--- src/rtl/bus_arbiter.sv ---
// bus_arbiter: two-master (I fetch, D data) to one-slave arbiter with watchdog; define POLARIS_ARB_RR_EN for round-robin ties
module bus_arbiter #(
    parameter int unsigned TIMEOUT = 255
) (
    input  logic        clk_i,
    input  logic        reset_i,
    input  logic [1:0]  i_siz_i,
    input  logic [63:0] i_adr_i,
    output logic        i_ack_o,
    output logic        i_err_o,
    output logic [31:0] i_dat_o,
    input  logic [1:0]  d_siz_i,
    input  logic [63:0] d_adr_i,
    input  logic        d_we_i,
    input  logic [63:0] d_dat_i,
    output logic        d_ack_o,
    output logic        d_err_o,
    output logic [63:0] d_dat_o,
    output logic [1:0]  m_siz_o,
    output logic [63:0] m_adr_o,
    output logic        m_we_o,
    output logic [63:0] m_dat_o,
    input  logic        m_ack_i,
    input  logic [63:0] m_dat_i,
    output logic [1:0]  gnt_o
);
    typedef enum logic [1:0] {IDLE = 2'b00, GNT_I = 2'b01, GNT_D = 2'b10} state_t;
    localparam logic [15:0] TMO_LAST = 16'(TIMEOUT - 1);
    state_t      r_state;
    logic [15:0] r_cnt;
    logic        w_i_req;
    logic        w_d_req;
    logic        w_d_win;
    logic        w_tmo;
    assign w_i_req = |i_siz_i;
    assign w_d_req = |d_siz_i;
    assign w_tmo   = (TIMEOUT != 0) && (r_state != IDLE) && (r_cnt == TMO_LAST) && !m_ack_i;
    assign gnt_o   = r_state;
`ifdef POLARIS_ARB_RR_EN
    logic r_last_d;
    assign w_d_win = w_d_req & (~w_i_req | ~r_last_d);
    // remember who won the last grant so a tie goes to the other master
    always_ff @(posedge clk_i or posedge reset_i) begin
        if (reset_i)
            r_last_d <= 1'b1;
        else if (r_state == IDLE && (w_i_req || w_d_req))
            r_last_d <= w_d_win;
    end
`else
    assign w_d_win = w_d_req;
`endif
    // grant FSM with watchdog; counter is held at zero in IDLE so it starts clean on every grant
    always_ff @(posedge clk_i or posedge reset_i) begin
        if (reset_i) begin
            r_state <= IDLE;
            r_cnt   <= '0;
        end else begin
            case (r_state)
                IDLE: begin
                    r_cnt <= '0;
                    if (w_d_win)
                        r_state <= GNT_D;
                    else if (w_i_req)
                        r_state <= GNT_I;
                end
                GNT_I, GNT_D: begin
                    if (m_ack_i || w_tmo)
                        r_state <= IDLE;
                    else
                        r_cnt <= r_cnt + 16'd1;
                end
                default: r_state <= IDLE;
            endcase
        end
    end
    // combinational routing between the granted master and the slave; everything else reads 0
    always_comb begin
        m_siz_o = 2'b00;
        m_adr_o = '0;
        m_we_o  = 1'b0;
        m_dat_o = '0;
        i_ack_o = 1'b0;
        i_err_o = 1'b0;
        i_dat_o = '0;
        d_ack_o = 1'b0;
        d_err_o = 1'b0;
        d_dat_o = '0;
        if (r_state == GNT_I) begin
            m_siz_o = i_siz_i;
            m_adr_o = i_adr_i;
            i_ack_o = m_ack_i;
            i_err_o = w_tmo;
            i_dat_o = m_dat_i[31:0];
        end else if (r_state == GNT_D) begin
            m_siz_o = d_siz_i;
            m_adr_o = d_adr_i;
            m_we_o  = d_we_i;
            m_dat_o = d_dat_i;
            d_ack_o = m_ack_i;
            d_err_o = w_tmo;
            d_dat_o = m_dat_i;
        end
    end
endmodule

--- config.mk ---
export PLATFORM = sky130hd
export DESIGN_NAME = bus_arbiter
export DESIGN_NICKNAME = d
export VERILOG_FILES = /design/src/rtl/bus_arbiter.sv
export SDC_FILE = /design/constraint.sdc
export NUM_CORES = 1
export LEC_CHECK = 0
export CAP_MARGIN = 30
export CORE_AREA = 3 3 195 197
export CTS_BUF_LIST = sky130_fd_sc_hd__clkbuf_8
export CTS_CLUSTER_DIAMETER = 100
export DETAILED_ROUTE_END_ITERATION = 12
export DIE_AREA = 0 0 198 200
export GPL_TIMING_DRIVEN = 0
export PLACE_DENSITY = 0.39
export RECOVER_POWER = 100
export SLEW_MARGIN = 20
export SYNTH_ARGS = -nofsm -noshare
export SYNTH_HDL_FRONTEND = slang
export SYNTH_SLANG_ARGS = --single-unit
--- constraint.sdc ---
create_clock -name clk_i -period 2.9 [get_ports clk_i]
set_clock_uncertainty 0.05 [all_clocks]
set_input_delay 0.58 -clock clk_i [delete_from_list [all_inputs] [get_ports clk_i]]
set_output_delay 0.58 -clock clk_i [all_outputs]
set_load 0.03 [all_outputs]
# Yosys cells after proc, flatten, opt, wreduce, memory -nomap -nowiden
# Cells that the tools add are included.
[classes] addsub=1 eq_ne=6 mux=23 reduce_logical=12
[ops] op="$mux W64" n=6
[ops] op="$mux W32" n=1
[ops] op="$pmux W16 S2" n=1
[ops] op="$add A16 B1 Y16 const B" n=1
[ops] op="$eq A16 B8 Y1 const B" n=1
[ops] op="$mux W16" n=1
[ops] op="$mux W2" n=5
[ops] op="$mux W1" n=8
[ops] op="$reduce_or A2 Y1" n=3
[ops] op="$ne A2 B2 Y1 const B" n=2
[ops] op="$pmux W2 S2" n=1
[ops] op="$reduce_and A2 Y1" n=2
[ops] op="$reduce_bool A2 Y1" n=2
[ops] op="$ne A3 B3 Y1 const B" n=1
[ops] op="$eq A2 B1 Y1 const B" n=1
[ops] op="$eq A2 B2 Y1 const B" n=1
[ops] op="$logic_and A1 B1 Y1" n=2
[ops] op="$logic_not A2 Y1" n=1
[ops] op="$logic_not A1 Y1" n=1
[ops] op="$logic_or A1 B1 Y1" n=1
[word_totals] regBits=18 in_bits=264 output_inout_bits=233 word_cells=44

# Logic depth before layout (Yosys ltp)
[depth] word_depth=6 mapped_depth=7 mapped_depth_nobuf=6

# Least setup slack after synthesis
# No wires, ideal clock.
[synth_timing] path_type="register to output" start="register r_state[0], in the netlist gnt_o[0]" end="output port d_err_o" arrival_time_ps=2313 required_ps=2270 path_slack_ps=-43 stages_incl_launch_ff=7 n_path_buf=1 cell_sequence="dfrtp_1 inv_1 ha_1 nor4b_2 nand4_4 buf_2 nor3b_1"
[synth_between] elab_chain_cells=5
[synth_lines] item="start: declaration" line="29" text="state_t r_state;"
[synth_lines] item="start signal: assignment" line="55" text="r_state <= IDLE;"
[synth_lines] item="start signal: assignment" line="62" text="r_state <= GNT_D;"
[synth_lines] item="start signal: assignment" line="64" text="r_state <= GNT_I;"
[synth_lines] item="$reduce_bool A2 Y1" line="37" text="assign w_tmo = (TIMEOUT != 0) && (r_state != IDLE) && (r_cnt == TMO_LAST) && !m_ack_i;"
[synth_lines] item="$logic_and A1 B1 Y1 (2 in series)" line="37"
[synth_lines] item="$mux W1" line="94" text="end else if (r_state == GNT_D) begin"
[synth_lines] item="$mux W1 *" line="88" text="if (r_state == GNT_I) begin"
[synth_lines] item="end: declaration" line="17" text="output logic d_err_o,"
# Every way passes the cells marked *; elsewhere a longest branch is shown, timed or not.

# Worst setup path in the final report
[layout_timing] start="register r_state[1], in the netlist gnt_o[1]" end="output port i_dat_o[29]"
[layout_between] elab_chain_cells=2
[layout_lines] item="$eq A2 B1 Y1" line="88"
[layout_lines] item="$mux W32" line="88"
[layout_lines] item="end: declaration" line="11" text="output logic [31:0] i_dat_o,"
# Every way passes these cells.

==> flow_results.org <==
** Worst setup path
- Along the worst path, the maximum fanout reaches 10.
- In this run the register-to-register setup slack is 0.54 ns.
- Data on the critical path is required at its endpoint by roughly 2.3 ns.
- The worst setup path is launched from a flip-flop.
- The worst register-to-register path has a depth of 6.
- Endpoint of the most critical register-to-register path :: r_cnt[0]$_DFFE_PP0P_
- Path type of the worst setup path :: reg2out
- R2r startpoint :: gnt_o[1]$_DFFE_PP0P_
- Type of destination of the critical path :: output port
- Data arrives at the worst endpoint at around 2.1 ns.

** Pwr
- Areal power density over the cells :: between 800 and 900 mW/mm²
- Summed over all cells, the static leakage comes to ~3.6 nW.
- Maximum ir drop on the vdd rail :: 0.289 mV

** Die
- Vertical die dimension :: roughly 200 µm
- Number of core rows :: 70
- Measured along the x axis, the die boundary spans 198 µm.
- For this design the top-level I/O count stands at 497.
- The initial utilization of the core area, before any placement, comes to 0.0799.
- The core region is 0.0364 mm².
- The die covers 0.0396 mm².

** Drt
- Antenna viol nets, final :: 0
- After detailed routing, the number of remaining DRC violations is 0.
- The routed layout has 4900 vias.
- In the final routed layout, each cell accounts on average for 23.9 µm.
- In this run, the number of DRC markers left after iteration 0 of detailed routing was 164.
- In the routed layout, each cell is associated on average with a via count of 3.61.
- Total Wirelength :: 32500 µm
- The pre-antenna-repair detailed-routing pass consisted of 4 iterations.

** STA
- Subtracting the final worst setup slack from the clock period gives about 2.8 ns.
- On the final layout, the worst hold slack is about 0.50 ns.
- For the pin with the worst max-slew slack, the measured transition is 0.735 ns.
- Sum of negative setup slack :: 0 ns
- Peak clock frequency supported by timing :: 361 MHz
- Number of failing setup endpoints in the final timing report :: 0
- Count of final hold-check violations :: 0
- RSZ-0062 raised after global routing :: true
- In the finished design, the share of the clock period the worst path needs comes to 0.956.
- The worst pin sits at a relative slew slack of 0.509.
- Final Max Tran Viols :: 0

** CTS
- Cts bufs inserted :: 3
- CTS tree :: yes
- CTS H-tree depth :: 1
- The clock drives 18 sinks.
- Buffers inserted to repair hold after CTS numbered 0.
- Root buffer cell :: sky130_fd_sc_hd__clkbuf_8
- The clock reaches the later pin of the worst-skew pair after between 0.2 and 0.3 ns.
- The clock passes through at most 2 buffers.
- Clock-pin slew was measured on the worst setup and hold paths at roughly 0.080 ns.

** Placed design
- Half-perimeter wire length of the detailed placement result :: 28900 µm
- Counting tap cells, the placed design contains a total of around 1300 instances.
- Routability-driven placement finished with a final weighted congestion of 0.813.
- Area post-placement :: between 0.008 and 0.009 mm²
- The count of buffers added on input and output ports is about 500.

** Logic synthesis
- Post-synthesis cell count :: 385
- Sequential cell area fraction in the yosys report :: 0.155
- Post-synth design cell area :: 0.00291 mm²
- After synthesis, the netlist uses 43 different library cells.
- Synth Area per Inst :: 7.57 µm²
- Post-synthesis register bit count :: 18
- Synthesis produced a netlist with a net count of 654.
- For this run, the number of Yosys warnings is 0.

** Global routing
- Wire length of the first global-routing pass :: around 41000 µm
- Across every metal layer, demand over resource in global routing totals 0.148.
- Largest net degree at the start of global routing :: 19
- Summed over all layers, the global routing overflow is 0.
- Via count of the first global-routing pass :: 5072
- The number of antenna violations at the first check in global routing was 15.

** Finish
- Final cell area excluding filler cells :: just over 0.008 mm²
- The area growth from synthesis to layout is 183%.
- Core occupancy in the finished layout :: 0.226
- The layout has 4106 filler cells.
- Multi-input gate area :: around 0.0023 mm²
- Layout Cells excl Fill :: 1358
- Across the whole layout, storage elements account for around 450 µm².
- Of the cells placed in the final design, the portion with a size suffix greater than 1 is 0.249.
- Leaving out fill and tap cells, the most frequent cell in the layout is sky130_fd_sc_hd__clkdlybuf4s50_1.
- At the end of the flow, the number of nets in the layout was 1157.
- Most used cells in the layout excluding fill and tap cells :: sky130_fd_sc_hd__clkdlybuf4s50_1, sky130_fd_sc_hd__and2_1, sky130_fd_sc_hd__clkdlybuf4s15_2

** Worst hold path
- The worst hold path begins at r_cnt[4]$_DFFE_PP0P_.
- HP Class :: reg2reg
- End of the worst hold path :: r_cnt[4]$_DFFE_PP0P_
- Along the worst hold path, the cell count comes to 1.

** Outcome
- The run finished with clean final reports.

** Job
- Max-cap violations in this run came to 0.
==> cell families after synthesis <==
family / synth area share
muxes: 0.0279
adders and majority gates: 0.0215
AOI/OAI and AO/OA: 0.255
buffers and inverters: 0.0571
DFF: 0.155
and+or+nand+nor: 0.484
==> timing repair <==
action | CTS | global route
endpoints found under the hold margin | 0 | 0
pin swaps | 0 | 1
endpoints found under the setup margin | 231 | 163
cloned | 0 | 0
setup buffers | 2 | 0
resized for setup | 600 | 189
==> synthesized netlist by cell type (all sizes together) <==
cell type / n / area (µm²)
a21boi: 1 / 11.3
a21o: 2 / 15.0
a21oi: 1 / 5.00
a221o: 5 / 50.1
a22o: 64 / 561
a22oi: 1 / 7.51
a31oi: 1 / 6.26
a41o: 1 / 10.0
and2: 166 / 1040
and3: 6 / 37.5
and4: 3 / 27.5
and4b: 1 / 10.0
and4bb: 1 / 12.5
buf: 6 / 31.3
clkbuf: 30 / 113
dfrtp: 18 / 450
ha: 5 / 62.6
inv: 6 / 22.5
mux2: 1 / 11.3
mux2i: 7 / 70.1
nand2: 16 / 60.1
nand2b: 1 / 6.26
nand3: 10 / 50.1
nand4: 3 / 33.8
nor2: 5 / 18.8
nor2b: 4 / 25.0
nor3: 3 / 15.0
nor3b: 3 / 22.5
nor4: 2 / 27.5
nor4b: 2 / 23.8
o2111a: 1 / 11.3
o211a: 2 / 20.0
o21a: 1 / 7.51
o21ai: 3 / 15.0
o22a: 1 / 8.76
o22ai: 1 / 6.26
o31a: 1 / 8.76
==> per-stage QoR <==
stage	total power, mW	setup slack, ns
2_1_floorplan	3.78	-0.0429
3_5_place_dp	7.07	-1.43
5_1_grt	7.12	-0.000260
3_3_place_gp	7.11	-1.40
4_1_cts	7.07	0.00192
6_report	6.77	0.127
==> sequential cells by signal, indices dropped and copies added, names as in the netlist <==
register and count:
gnt_o 2, r_cnt 16
==> layer usage <==
| layer | track usage | routed length, µm | share of wire | up-vias |
|---|---|---|---|---|
| met4 | 0.0223 | 467 | 0.014 | 20 |
| met3 | 0.0495 | 2940 | 0.090 | 30 |
| met2 | 0.265 | 16000 | 0.49 | 258 |
| met1 | 0.177 | 12900 | 0.40 | 2231 |
| li1 | - | - | - | 2361 |
| met5 | 0 | 153 | 0.0047 | - |
==> area by class of cell <==
class | count | area share
repair buffers | 498 | 0.552
multi-input cells | 325 | 0.283
well taps | 468 | 0.0710
flip-flops and latches | 18 | 0.0546
plain buffers | 36 | 0.0296
clock buffers | 4 | 0.00667
inverters | 6 | 0.00273
diodes | 3 | 0.000910
==> worst max-delay path, cell delays in order (launching register included) <==
cell,delay [ns]
sky130_fd_sc_hd__dfrtp_1,0.41
sky130_fd_sc_hd__inv_1,0.11
sky130_fd_sc_hd__ha_1,0.26
sky130_fd_sc_hd__clkbuf_4,0.28
sky130_fd_sc_hd__and2_1,0.15
sky130_fd_sc_hd__clkdlybuf4s50_1,0.67
==> how the worst max path moves through the flow <==
stage	from	endpoint	slack, ns	cells past startpoint
2_1_floorplan	gnt_o[0]$_DFFE_PP0P_	d_err_o	-0.04	6
3_3_place_gp	gnt_o[0]$_DFFE_PP0P_	m_adr_o[59]	-1.40	7
3_5_place_dp	gnt_o[0]$_DFFE_PP0P_	m_adr_o[59]	-1.43	7
4_1_cts	gnt_o[0]$_DFFE_PP0P_	m_dat_o[7]	0.002	7
5_1_grt	gnt_o[0]$_DFFE_PP0P_	m_adr_o[17]	-0.0003	7
6_report	gnt_o[1]$_DFFE_PP0P_	i_dat_o[29]	0.13	5
==> report_power, final <==
group,switching [mW],internal [mW],total [mW]
sequential,0.0450,0.282,0.327
clock,0.0930,0.121,0.214
combinational,4.01,2.21,6.23
Note: power is estimated with default switching activity, not from simulation.
